--- src/rtl/contador_resp.sv ---
// Pop counter for output FIFOs 4..7 with a one-cycle count read-back handshake.
// Optional build macro CONTADOR_CLEAR_ON_READ_EN: a read also clears the counter it returns.
module contador_resp (
  input  logic       clk,
  input  logic       reset,
  input  logic       pop4,
  input  logic       pop5,
  input  logic       pop6,
  input  logic       pop7,
  input  logic       empty4,
  input  logic       empty5,
  input  logic       empty6,
  input  logic       empty7,
  input  logic       IDLE,
  input  logic       req,
  input  logic [1:0] idx,
  output logic       valid_contador,
  output logic [4:0] contador_out
);

  localparam logic [1:0] COUNTING = 2'd0;
  localparam logic [1:0] READY    = 2'd1;
  localparam logic [1:0] RESPOND  = 2'd2;

  localparam logic [4:0] CNT_MAX = 5'd31;

  logic [1:0] state;
  logic [4:0] cnt      [4];
  logic [4:0] cnt_next [4];
  logic [3:0] pop_ok;
  logic       read;

  // A pop on an empty FIFO moved no data, so it is not counted.
  assign pop_ok = {pop7 & ~empty7, pop6 & ~empty6, pop5 & ~empty5, pop4 & ~empty4};
  assign read   = (state == READY) && IDLE && req;

  // NOTE: every variable assigned in always_comb gets a default first, so no latch is inferred.
  always_comb begin
    for (int i = 0; i < 4; i++) begin
      cnt_next[i] = cnt[i];
      if (pop_ok[i] && (cnt[i] != CNT_MAX)) cnt_next[i] = cnt[i] + 5'd1;
`ifdef CONTADOR_CLEAR_ON_READ_EN
      // The read returns the pre-edge value; a pop on the same edge starts the new count.
      if (read && (idx == 2'(i))) cnt_next[i] = {4'd0, pop_ok[i]};
`endif
    end
  end

  // NOTE: the counters are a handful of flops, not a memory, so they are reset like any other state.
  always_ff @(posedge clk) begin
    for (int i = 0; i < 4; i++) begin
      if (!reset) cnt[i] <= '0;
      else        cnt[i] <= cnt_next[i];
    end
  end

  // NOTE: sequential state uses non-blocking assignments so every flop samples pre-edge values.
  always_ff @(posedge clk) begin
    if (!reset) begin
      state          <= COUNTING;
      valid_contador <= 1'b0;
      contador_out   <= '0;
    end else begin
      valid_contador <= read;
      if (read) contador_out <= cnt[idx];
      case (state)
        READY:   state <= read ? RESPOND : (IDLE ? READY : COUNTING);
        // COUNTING and RESPOND both fall back on IDLE alone; the pulse is never cut short.
        default: state <= IDLE ? READY : COUNTING;
      endcase
    end
  end

endmodule

--- config.mk ---
export PLATFORM = sky130hd
export DESIGN_NAME = contador_resp
export DESIGN_NICKNAME = d
export VERILOG_FILES = /design/src/rtl/contador_resp.sv
export SDC_FILE = /design/constraint.sdc
export NUM_CORES = 1
export LEC_CHECK = 0
export ABC_AREA = 1
export CORE_UTILIZATION = 40
export DETAILED_ROUTE_END_ITERATION = 10
export GPL_ROUTABILITY_DRIVEN = 0
export SYNTH_ARGS = -nofsm -noshare
export SYNTH_HDL_FRONTEND = slang
export SYNTH_SLANG_ARGS = --single-unit
export TNS_END_PERCENT = 100
--- constraint.sdc ---
create_clock -name clk -period 1.4 [get_ports clk]
set_input_delay 0.28 -clock clk [delete_from_list [all_inputs] [get_ports clk]]
set_output_delay 0.28 -clock clk [all_outputs]
set_load 0.05 [all_outputs]
==> flow_metrics.tcl <==
set metrics [dict create \
    drv_slew 0 \
    finalClockSkew_ns 0.006531 \
    pwr-share-seq_pct 48.0 \
    synth_seq_area_share_pct 37.74 \
    yosysTopAreaCell "dfxtp_1" \
    pre_cts_slack_ns -0.02458 \
    drt_wl_total_mm 2.929 \
    power.density_nw_per_um2 883.2 \
    grt_max_degree 26 \
    cts.clk_slew.worst_paths_ns 0.10 \
    synth-seq-cells 28 \
    post-route-min-period_ns 1.336 \
    grt_pass1_vias 1244 \
    timing.final.crit_share_pct 95.46 \
    row_count 21 \
    globalRouteOverflowTotal 0 \
    hold_violations 0 \
    p_total_mw 1.798 \
    holdPathStages 2 \
    synth.area.top_cells "dfxtp_1 38%, nand2_1 11%, nor2_1 6.8%" \
    maxSlewHeadroom_pct 86.07 \
    port_buffers 19 \
    clock.fmax_ghz 0.7483 \
    cts_made_buffers 3 \
    clockPowerShare_pct 35.6 \
    final_nets 263 \
    dr.pass1.iters 4 \
    vias_per_cell 4.664 \
    grt_pass1_wl_mm 5.292 \
    setup_viol 0 \
    num_vias 1334 \
    syn_inst 209 \
    die_height_um 62.94 \
    cts_htree_levels 1 \
    critPathRequiredTime_ns 1.57 \
    drc_errors 0 \
    outcome "completed" \
    syn_nets 231 \
    track_usage_pct 16.53 \
    ctsRootBufferMaster "clkbuf_8" \
    rsz0062_at_grt "yes" \
    mostFrequentLayoutCell "nand2_1" \
    crit_arrival_ns 1.51 \
    grtUsageMet3_pct 3.832 \
    drtAntennaViolNets 0 \
    ys_types 21 \
    coreArea_um2 3442 \
    cts_hold_repair.buffers 0 \
    avgRoutedWirePerCell_um 10.24 \
    layout_common_cells "42 x nand2_1, 25 x nor2_1, 23 x inv_1" \
    setup_tns_ns 0 \
    yosysWarnings 0 \
    combPwrFrac_pct 16.4 \
    worst-path-max-fanout 7 \
    drtIter0Drc 47 \
    p_sw_mw 0.4412 \
    use_met1_pct 22.40 \
    die-area_um2 3961 \
    nFillCells 333 \
    intPower_mw 1.357 \
    worstSetupStartpointType "flip-flop" \
    p_leak_nw 0.8600 \
    clk-insertion-delay-late_ns 0.28 \
    setup_ws_ns 0.06355 \
    crit_path_end_kind "flip-flop" \
    min_path_type "flip-flop to flip-flop" \
    max-cap-violations 0 \
    peakVddDrop_mv 0.6755 \
    syn2layout_area_growth_pct 37.07 \
    io_pins 20 \
    grt.busiest_layer "met2" \
    drive_above_1_share_pct 26.67 \
    cts_tree "yes" \
    synth_top_cell_area_share_pct 37.74 \
    hpwl_mm 2.106 \
    use_met2_pct 26.48 \
    antennaDiodeCount 0 \
    syn_avg_cell_area_um2 7.106 \
    cts_sinks 28 \
    r2r_cells 9 \
    worstSetupPathType "flip-flop to flip-flop" \
    start_util_pct 43.15 \
    worst_pin_slew_ns 0.2082 \
    clockBufferDepth 2 \
    syn-cell-area_um2 1485 \
    switching_share_pct 24.54 \
    die_w_um 62.94 \
    antenna_found_initial 0 \
]
==> critical path: stages (launching register included) <==
cell and delay [ns]:
dfxtp_4 0.37, ha_4 0.16, nand2_1 0.06, nor2_1 0.04
ha_1 0.18, inv_2 0.06, nand2_4 0.08, buf_4 0.14
o21ai_1 0.10, a21oi_1 0.05
==> timing repair <==
item,CTS,global route
gates resized for setup,0,31
setup endpoints to repair,0,17
setup buffers,0,2
hold endpoints to repair,0,0
==> flip-flops by register name (all words and copies together) (netlist names) <==
signal / flops
valid_contador: 1
cnt: 20
state: 2
contador_out: 5
==> per-layer routing <==
metal	up-vias	share of wire (%)	wire [um]
met1	590	52	1514
met2	17	44	1283
met3	2	3.9	115
li1	725	-	-
met5	-	0	0
met4	0	0.55	16
==> layout make-up <==
cell class	count	area [um2]	share of cell area, %
inverters	36	136.4	6.699
clock inverters	1	30.03	1.475
repair buffers	29	337.8	16.59
flip-flops and latches	28	573.1	28.15
clock buffers	3	41.29	2.028
multi-input cells	143	859.6	42.22
well taps	46	57.56	2.827
==> Yosys cell counts (all sizes together) <==
cell type and count:
nand2 46, inv 35, nor2 32, dfxtp 28
o21ai 18, nand3 17, a21oi 16, ha 8
buf 3, nand4 2, nor3 2, clkinv 1
nand3b 1
==> power groups by stage <==
stage | combinational (mW) | clock [mW] | sequential (mW)
floorplan | 0.143 | 0 | 0.884
global placement | 0.276 | 0 | 0.871
detailed placement | 0.275 | 0 | 0.870
CTS | 0.276 | 0.653 | 0.852
global route | 0.332 | 0.683 | 0.866
finish | 0.295 | 0.641 | 0.862
==> final timing paths <==
check | startpoint | endpoint | slack, ns
setup / recovery | cnt[2][0] | cnt[2][0] | 0.06
hold / removal | cnt[3][4] | cnt[3][4] | 0.48
setup reg to reg | cnt[2][0] | cnt[2][0] | 0.06
hold reg to reg | cnt[3][4] | cnt[3][4] | 0.48
==> stage by stage <==
| stage | hold slack (ns) | utilization, % | cells | cell area, um2 |
|---|---|---|---|---|
| floorplan | 0.4027 | - | 209 | 1485 |
| global placement | 0.4676 | 53.33 | 279 | 1836 |
| detailed placement | 0.4685 | 53.33 | 279 | 1836 |
| CTS | 0.4842 | 55.40 | 283 | 1907 |
| global route | 0.5132 | 59.14 | 286 | 2036 |
| finish | 0.4791 | 59.14 | 286 | 2036 |
==> kinds of logic (layout without fill, tap and decap cells) <==
group,after synthesis,in the layout,synth area share [%]
buf+inv,39,69,11.20
compound gates,34,34,11.46
flops,28,28,37.74
simple gates,100,101,32.86
fa+ha+maj,8,8,6.740
(Power assumes the default switching activity.)
